File: config.mk
export PLATFORM = sky130hd
export DESIGN_NAME = snowflake_mtimer
export DESIGN_NICKNAME = d
export VERILOG_FILES = /design/src/rtl/snowflake_mtimer_pkg.sv /design/src/rtl/snowflake_prescaler.sv /design/src/rtl/snowflake_mtimer.sv
export SDC_FILE = /design/constraint.sdc
export NUM_CORES = 1
export LEC_CHECK = 0
export CAP_MARGIN = 20
export CORE_ASPECT_RATIO = 1.2
export CORE_MARGIN = 5
export CORE_UTILIZATION = 53
export CTS_BUF_LIST = sky130_fd_sc_hd__clkbuf_4
export DETAILED_ROUTE_END_ITERATION = 12
export GPL_TIMING_DRIVEN = 0
export PLACE_DENSITY = 0.75
export SETUP_SLACK_MARGIN = 0.4
export SLEW_MARGIN = 20
export SYNTH_ARGS = -nofsm -noshare
export SYNTH_HDL_FRONTEND = slang
export SYNTH_SLANG_ARGS = --single-unit
export TNS_END_PERCENT = 100
File: constraint.sdc
create_clock -name clk -period 3.1 [get_ports clk]
set_input_delay 0.465 -clock clk [delete_from_list [all_inputs] [get_ports clk]]
set_output_delay 0.465 -clock clk [all_outputs]
set_load 0.005 [all_outputs]
File: src/rtl/snowflake_mtimer_pkg.sv
// snowflake_mtimer_pkg
// Shared definitions for the snowflake machine timer.
// - Register offsets are the word index taken from sys_addr[4:2].
// - CTRL bit positions.
// - Reset value of the 64-bit compare register.
package snowflake_mtimer_pkg;

    localparam logic [2:0] TMR_CTRL     = 3'd0;
    localparam logic [2:0] TMR_PRESC    = 3'd1;
    localparam logic [2:0] TMR_MTIME_LO = 3'd2;
    localparam logic [2:0] TMR_MTIME_HI = 3'd3;
    localparam logic [2:0] TMR_CMP_LO   = 3'd4;
    localparam logic [2:0] TMR_CMP_HI   = 3'd5;

    localparam int CTRL_RUN   = 0;
    localparam int CTRL_IRQEN = 1;

    localparam logic [63:0] MTIMECMP_RST = 64'hFFFF_FFFF_FFFF_FFFF;

endpackage

File: src/rtl/snowflake_prescaler.sv
// snowflake_prescaler
// Divides the system clock down to the mtime increment rate.
// Ports:
//   clk    in   system clock
//   rstz   in   synchronous active-low reset
//   run    in   count enable (already gated by a same-cycle CTRL write)
//   clear  in   restart the count at 0; suppresses the tick in this cycle
//   presc  in   reload value; a tick fires every presc+1 enabled cycles
//   tick   out  combinational one-cycle increment request for mtime
module snowflake_prescaler #(
    parameter int PRESC_W = 16
) (
    input  logic               clk,
    input  logic               rstz,
    input  logic               run,
    input  logic               clear,
    input  logic [PRESC_W-1:0] presc,
    output logic               tick
);

    logic [PRESC_W-1:0] cnt;
    logic               hit;

    assign hit  = (cnt == presc);
    assign tick = run & ~clear & hit;

    always_ff @(posedge clk) begin
        if (!rstz) begin
            cnt <= '0;
        end else if (clear) begin
            cnt <= '0;
        end else if (run) begin
            cnt <= hit ? '0 : cnt + PRESC_W'(1);
        end
    end

endmodule

File: src/rtl/snowflake_mtimer.sv
// snowflake_mtimer
// RISC-V style machine timer (mtime / mtimecmp) on the snowflake system
// register bus, mapped at byte window 0x40-0x5F when BASE_SEL = 2.
// Ports:
//   clk              in   system clock
//   rstz             in   synchronous active-low reset
//   sys_addr         in   byte address, bits [7:2] decoded
//   sys_wr_data      in   write data
//   sys_en           in   access strobe, one cycle per access
//   sys_wr_en        in   1 = write, 0 = read
//   tmr_rd_data      out  registered read data, 0 when not answering a read
//   timer_interrupt  out  registered level interrupt (irq_en & mtime >= mtimecmp)
module snowflake_mtimer
    import snowflake_mtimer_pkg::*;
#(
    parameter logic [2:0] BASE_SEL = 3'd2,
    parameter int         PRESC_W  = 16
) (
    input  logic        clk,
    input  logic        rstz,
    input  logic [31:0] sys_addr,
    input  logic [31:0] sys_wr_data,
    input  logic        sys_en,
    input  logic        sys_wr_en,
    output logic [31:0] tmr_rd_data,
    output logic        timer_interrupt
);

    logic               sel;
    logic               wr;
    logic               rd;
    logic [2:0]         offset;
    logic [1:0]         ctrl;
    logic [PRESC_W-1:0] presc;
    logic [63:0]        mtime;
    logic [63:0]        mtimecmp;
    logic [31:0]        hi_shadow;
    logic [31:0]        rd_mux;
    logic               run_eff;
    logic               tick;
    logic               unused_addr_bits;

    assign sel    = sys_en & (sys_addr[7:5] == BASE_SEL);
    assign wr     = sel & sys_wr_en;
    assign rd     = sel & ~sys_wr_en;
    assign offset = sys_addr[4:2];

    assign unused_addr_bits = &{1'b0, sys_addr[31:8], sys_addr[1:0]};

    // A CTRL write that clears run takes effect in its own cycle, so the
    // prescaler neither advances nor ticks on that edge.
    assign run_eff = ctrl[CTRL_RUN]
                   & ~(wr && offset == TMR_CTRL && !sys_wr_data[CTRL_RUN]);

    snowflake_prescaler #(
        .PRESC_W (PRESC_W)
    ) u_prescaler (
        .clk   (clk),
        .rstz  (rstz),
        .run   (run_eff),
        .clear (wr && offset == TMR_PRESC),
        .presc (presc),
        .tick  (tick)
    );

    always_ff @(posedge clk) begin
        if (!rstz) begin
            ctrl  <= '0;
            presc <= '0;
        end else if (wr && offset == TMR_CTRL) begin
            ctrl <= sys_wr_data[1:0];
        end else if (wr && offset == TMR_PRESC) begin
            presc <= sys_wr_data[PRESC_W-1:0];
        end
    end

    // A software write to either half wins over a tick in the same cycle;
    // the tick (and any carry into the other half) is dropped.
    always_ff @(posedge clk) begin
        if (!rstz) begin
            mtime <= '0;
        end else if (wr && offset == TMR_MTIME_LO) begin
            mtime[31:0] <= sys_wr_data;
        end else if (wr && offset == TMR_MTIME_HI) begin
            mtime[63:32] <= sys_wr_data;
        end else if (tick) begin
            mtime <= mtime + 64'd1;
        end
    end

    always_ff @(posedge clk) begin
        if (!rstz) begin
            mtimecmp <= MTIMECMP_RST;
        end else if (wr && offset == TMR_CMP_LO) begin
            mtimecmp[31:0] <= sys_wr_data;
        end else if (wr && offset == TMR_CMP_HI) begin
            mtimecmp[63:32] <= sys_wr_data;
        end
    end

    // Reading MTIME_LO snapshots the upper half so a following MTIME_HI
    // read forms a consistent 64-bit value.
    always_ff @(posedge clk) begin
        if (!rstz) begin
            hi_shadow <= '0;
        end else if (rd && offset == TMR_MTIME_LO) begin
            hi_shadow <= mtime[63:32];
        end
    end

    always_comb begin
        rd_mux = '0;
        case (offset)
            TMR_CTRL:     rd_mux = {30'd0, ctrl};
            TMR_PRESC:    rd_mux = 32'(presc);
            TMR_MTIME_LO: rd_mux = mtime[31:0];
            TMR_MTIME_HI: rd_mux = hi_shadow;
            TMR_CMP_LO:   rd_mux = mtimecmp[31:0];
            TMR_CMP_HI:   rd_mux = mtimecmp[63:32];
            default:      rd_mux = '0;
        endcase
    end

    always_ff @(posedge clk) begin
        if (!rstz) begin
            tmr_rd_data     <= '0;
            timer_interrupt <= 1'b0;
        end else begin
            tmr_rd_data     <= rd ? rd_mux : 32'd0;
            timer_interrupt <= ctrl[CTRL_IRQEN] & (mtime >= mtimecmp);
        end
    end

endmodule

# Word-level counts from Yosys, hierarchy flattened
# Index checks and enable logic that the tools add are counted.
[op_classes]
n_mux = 6
div_mod_pow = 0
add_sub_neg = 2
n_lt_le_gt_ge = 1
n_reduce_logical = 18
mul = 0
bitwise = 14
eq_ne = 8
shifts = 0
[ops]
columns = ["operator", "n"]
rows = [
  ["one-hot mux 32 bit (6 select lines)", 1],
  ["2-to-1 mux 32 bit", 3],
  ["adder 64 x 1 -> 64 bit (second input constant)", 1],
  ["greater-or-equal comparator 64 bit", 1],
  ["2-to-1 mux 64 bit", 1],
  ["adder 16 x 1 -> 16 bit (second input constant)", 1],
  ["== test 16 bit", 1],
  ["2-to-1 mux 16 bit", 1],
  ["AND reduction 2 bit", 5],
  ["== test 3 x 2 -> 1 bit (second input constant)", 3],
  ["logical AND 1 bit", 8],
  ["AND 1 bit", 7],
  ["NOT 1 bit", 7],
  ["== test 3 bit (second input constant)", 2],
  ["nonzero test 2 bit", 2],
  ["== test 3 x 1 -> 1 bit (second input constant)", 1],
  ["logical NOT 3 bit", 1],
  ["inequality test 2 bit (second input constant)", 1],
  ["OR reduction 2 bit", 1],
  ["logical NOT 1 bit", 1],
]
[totals]
ramBits = 0
in_bits = 68
memories = 0
rom_bits = 0
latch_bits = 0
register_bits = 227

# Longest topological paths before layout
[depth]
depth_word = 12
mapped_depth = 11
depth_no_buf = 8

# By module
# A second synthesis with hierarchy kept.
[unflattened]
cells_unflattened = 1483
hier_area_um2 = 12005.3
[by_module_without_submodules]
columns = ["module", "seq_area_each_um2", "instances", "area_per_inst_um2", "cells_each"]
rows = [
  ["snowflake_mtimer", 4224.1, 1, 11106.9, 1382],
  ["snowflake_prescaler", 320.3, 1, 898.4, 101],
]

# Worst setup path before layout
# Ideal clock, no wire load.
[synth_path]
kind = "input-to-reg"
start = "in sys_addr[2]"
end = "reg mtime[27]"
setup_ps = 124
slack_ps = 620
path_buffers = 5
t_arrival_ps = 2356
cell_stages = 10
required_ps = 2976
path_cell_list = "buf_2 and3b_1 clkbuf_1 and3_1 clkbuf_1 or4_1 clkbuf_1 buf_2 nor4_1 nor3_1"
[synth_between]
elab_chain_len = 9
elab_cells_between_ends = 18
classes_between = "4 x eq/ne; 1 x mux; 5 x bitwise; 8 x reduce/logical"
[synth_rtl]
columns = ["item", "line", "source"]
rows = [
  ["start: declaration", "snowflake_mtimer.sv:21", "input logic [31:0] sys_addr,"],
  ["logical NOT 3 bit", "snowflake_mtimer.sv:53", "& ~(wr && offset == TMR_CTRL && !sys_wr_data[CTRL_RUN]);"],
  ["logical AND 1 bit (2 in series)", "snowflake_mtimer.sv:53", ""],
  ["NOT 1 bit", "snowflake_mtimer.sv:53", ""],
  ["AND 1 bit", "snowflake_mtimer.sv:53", ""],
  ["AND 1 bit (2 in series)", "snowflake_prescaler.sv:25", "assign tick = run & ~clear & hit;"],
  ["nonzero test 2 bit (no source line)", "-", ""],
  ["AND reduction 2 bit (no source line)", "-", ""],
  ["end signal: assignment", "snowflake_mtimer.sv:83", "mtime[31:0] <= sys_wr_data;"],
  ["end signal: assignment", "snowflake_mtimer.sv:87", "mtime <= mtime + 64'd1;"],
  ["end: declaration", "snowflake_mtimer.sv:35", "logic [63:0] mtime;"],
]
# Several ways; a longest one is shown, not always the timed one.
# A chain may end at the register's enable or synchronous reset.

# Worst setup path in the final report
[layout_path]
start = "reg mtime[38]"
end = "reg mtime[54]"
[layout_between]
elab_chain_len = 3
[layout_rtl]
columns = ["item", "line", "source"]
rows = [
  ["start signal: assignment", "snowflake_mtimer.sv:85", "mtime[63:32] <= sys_wr_data;"],
  ["start signal: assignment", "snowflake_mtimer.sv:87", ""],
  ["adder 64 x 1 -> 64 bit", "snowflake_mtimer.sv:87", ""],
  ["2-to-1 mux 64 bit", "snowflake_mtimer.sv:86", "end else if (tick) begin"],
  ["2-to-1 mux 32 bit", "snowflake_mtimer.sv:84", "end else if (wr && offset == TMR_MTIME_HI) begin"],
]
# Every way passes these cells. The select of a mux whose other input is x is not followed.

==> reports/results.tsv <==
stage	metric	value	unit
worst_setup_path	Reg2Reg Setup Slack	0.35	ns
layout	area grow syn2layout	18.5	%
sta	f_max	0.364	GHz
logic_synthesis	flops & latches, synth	227	
clocking	Clock Latency Late Sink	0.76	ns
power	Leakage Power	5.79	nW
sta	final-report setup violation count	0	
layout	Finished Cell Area	14500	sq um
sta	Final WS setup	0.354	ns
layout	commonest non-fill, non-tap cell in the layout	nand2_1	
detailed_routing	Remaining DRCs	0	
global_route	busiest grt layer	met2	
worst_setup_path	CP required	3.72	ns
worst_setup_path	RR Startpoint	mtime[38]$_SDFFE_PN0P_	
detailed_routing	wire length per cell	24.3	um
clocking	Clock Tree Buf Depth	3	
clocking	Clk pin slew, worst setup/hold paths	0.07	ns
layout	Layout Nets	1822	
sta	final-report max-slew violation count	0	
min_path	Worst Hold Class	input pin to register	
placed_design	Final HPWL DP	36800	um
die	Core Area	23000	sq um
global_route	M1 GR Usage	43.9	%
power	Sequential Power Share	47.7	%
global_route	vias in the first global route	13100	
clocking	H-tree Lvls	2	
sta	Rel. slew slack	36.3	%
sta	Final min period	2.75	ns
global_route	antenna violations before repair	1	
die	die area	26200	sq um
sta	Least-Margin Pin Slew	0.945	ns
sta	RSZ-0062 raised after global routing	true	
min_path	WHS Endpoint	presc[0]$_SDFFE_PN0P_	
die	Starting Density	53.3	%
detailed_routing	Post-DRT Antenna Nets	0	
die	row count	61	
layout	Layout Cells excl Fill	2052	
layout	most frequent cells in the layout	262 x nand2_1, 217 x dfxtp_1, 124 x a21oi_1	
job	max-cap violations	0	
logic_synthesis	top_reg_cell synth	dfxtp_1	
clocking	root buffer cell	clkbuf_4	
global_route	met3 Resource Use GR	7.37	%
worst_setup_path	largest fanout on the critical path	9	
clocking	CTS tree	built	
global_route	total grt overflow	0	
die	I/O pin count	101	
logic_synthesis	synthesized area	12200	sq um
detailed_routing	1st-iter DRT viols	1443	
worst_setup_path	CP startpoint kind	register	
detailed_routing	total number of vias	13200	
clocking	hold_buf cts	0	
placed_design	placed instance count	1924	
worst_setup_path	Worst setup EP type	register	
die	die width	149	um
run_status	status	completed	
worst_setup_path	FF-to-FF End	mtime[54]$_SDFFE_PN0P_	
clocking	clock sink total	227	
sta	Final Hold Fails	0	
logic_synthesis	FFs w/ async S/R, synth	0	%
logic_synthesis	Yosys cell types	72	
power	Internal Power	4.59	mW
global_route	first-pass GRT wire length	75600	um
power	Clk pwr share	46.6	%
placed_design	pre-CTS WS	-0.829	ns
global_route	met2 usage	60.9	%
layout	share of cells above drive strength 1	11.8	%
detailed_routing	Via density	6.45	
logic_synthesis	Post-Syn Nets	1673	
power	Gate power share	5.7	%
placed_design	IO buf count	70	
logic_synthesis	number of synthesized flops with an enable pin	0	
min_path	Hold Path Stages	3	
worst_setup_path	worst reg2reg path depth	6	
sta	hold slack	0.305	ns
clocking	number of CTS-inserted buffers	61	
power	Net Sw Power	1.57	mW
logic_synthesis	Seq/Total Area, Yosys	37.1	%
sta	Final Cycle Share	88.6	%
layout	fillers	2129	
min_path	Hold Crit Start	sys_wr_data[0]	
logic_synthesis	Synth Area per Inst	7.95	sq um
power	Net Sw Frac	25.5	%
die	height of the die	176	um
global_route	GRT Resource Usage Total	37.5	%
worst_setup_path	Worst EP arrival	3.36	ns
detailed_routing	Routed WL	49900	um
sta	Setup Skew	0.0702	ns
worst_setup_path	WS Path Type	register to register	
logic_synthesis	Mapped Cells	1539	
logic_synthesis	number of synthesis warnings	0	
power	PwrDens	425	nW/um^2
placed_design	placer congestion estimate	1.07	
power	Peak VDD IR	360	uV
detailed_routing	Initial DRT Pass Iterations	8	
global_route	largest net degree at the start of global routing	18	
placed_design	DP Area	13300	sq um
per-stage QoR:
stage / util, % / setup TNS, ns / power (mW)
4_1_cts: 62.2 / 0 / 6.17
6_report: 63.1 / 0 / 6.16
2_1_floorplan: - / 0 / 3.15
5_1_grt: 63.1 / 0 / 6.37
3_5_place_dp: 58.1 / -40.18 / 3.33
3_3_place_gp: 58.0 / -49.87 / 3.33
cells by family after synthesis:
logic type,synth area share [%]
xor+xnor,2.35
fa+ha+maj,6.75
compound gates,23.3
buf+inv,5.86
flops,37.1
mux,1.57
simple gates,23.1
per-layer routing:
layer  vias up  share of wire, %  wire [um]
met5         -                 0          0
met4         0               8.4       4200
met3       270               9.6       4790
met2       829                45      22600
met1      6171                37      18300
li1       5970                 -          -
Yosys cell counts (all sizes together), types with 3 or more instances:
cell type,instances,area share [%]
and2,6,0.31
and3,19,0.97
and4b,4,0.33
nor3,30,1.2
a221oi,15,1.1
o2111ai,4,0.29
a21o,6,0.37
clkbuf,98,3.0
o21a,5,0.31
a31oi,16,0.87
o32ai,4,0.29
inv,78,2.4
a211oi,11,0.67
a21oi,124,5.1
a311oi,10,0.72
o221a,3,0.28
nand3,57,2.3
xnor2,10,0.72
xor2,22,1.6
nand2,262,8.0
o22ai,3,0.15
or3,20,1.0
o31ai,12,0.82
o211ai,72,4.4
nor4,27,2.0
or4,7,0.43
o21ai,68,2.8
buf,11,0.45
dfxtp,227,37
ha,66,6.7
nand4b,3,0.21
a32oi,3,0.21
nand4,37,2.0
a31o,9,0.64
and4,11,0.79
nor2,84,2.6
o31a,3,0.21
a22oi,40,2.5
o41ai,5,0.42
mux2i,17,1.4
sequential cells by signal, indices dropped and copies added, names as in the netlist:
register	flops
mtime	64
tmr_rd_data	32
mtimecmp	64
hi_shadow	32
u_prescaler.cnt	16
timer_interrupt	1
presc	16
ctrl	2
worst max-delay path by stage:
| stage | start | end | slack (ns) | cells past startpoint |
|---|---|---|---|---|
| 5_1_grt | mtime[38]$_SDFFE_PN0P_ | mtime[54]$_SDFFE_PN0P_ | 0.37 | 6 |
| 3_5_place_dp | sys_addr[4] | mtime[12]$_SDFFE_PN0P_ | -0.83 | 9 |
| 4_1_cts | mtime[8]$_SDFFE_PN0P_ | mtime[46]$_SDFFE_PN0P_ | 0.33 | 8 |
| 2_1_floorplan | sys_addr[2] | mtime[27]$_SDFFE_PN0P_ | 0.62 | 10 |
| 3_3_place_gp | sys_addr[3] | mtime[43]$_SDFFE_PN0P_ | -0.78 | 8 |
| 6_report | mtime[38]$_SDFFE_PN0P_ | mtime[54]$_SDFFE_PN0P_ | 0.35 | 6 |
layout make-up:
class	count	area [sq um]	share of cell area, %
diodes	1	2.50	0.0173
plain buffers	109	453	3.12
clock buffers	102	766	5.28
clock inverters	9	68.8	0.475
inverters	78	293	2.02
multi-input cells	1125	7140	49.2
flip-flops and latches	227	4560	31.4
well taps	315	394	2.72
repair buffers	86	823	5.68
timing repair:
item                                    in CTS  in global routing
resized for setup                           23                 44
setup buffers                                4                 12
endpoints found under the setup margin      65                 81
pin swaps                                    4                 11
cloned                                       0                  0
critical path, cell delays in order, from the launching register on:
cell and delay (ns):
dfxtp_1 0.63, nand4_1 0.43, nor4_2 0.78, and2_1 0.32, and4b_1 0.21, a21oi_1 0.04, o31ai_1 0.18
power groups by stage:
stage | Sequential, mW | Clock, mW | Combinational [mW]
2_1_floorplan | 3.00 | 0 | 0.149
3_3_place_gp | 3.01 | 0 | 0.321
3_5_place_dp | 3.01 | 0 | 0.325
4_1_cts | 2.94 | 2.90 | 0.330
5_1_grt | 2.94 | 3.07 | 0.360
6_report | 2.94 | 2.87 | 0.350
No activity file was read; power rests on OpenSTA's default activity.
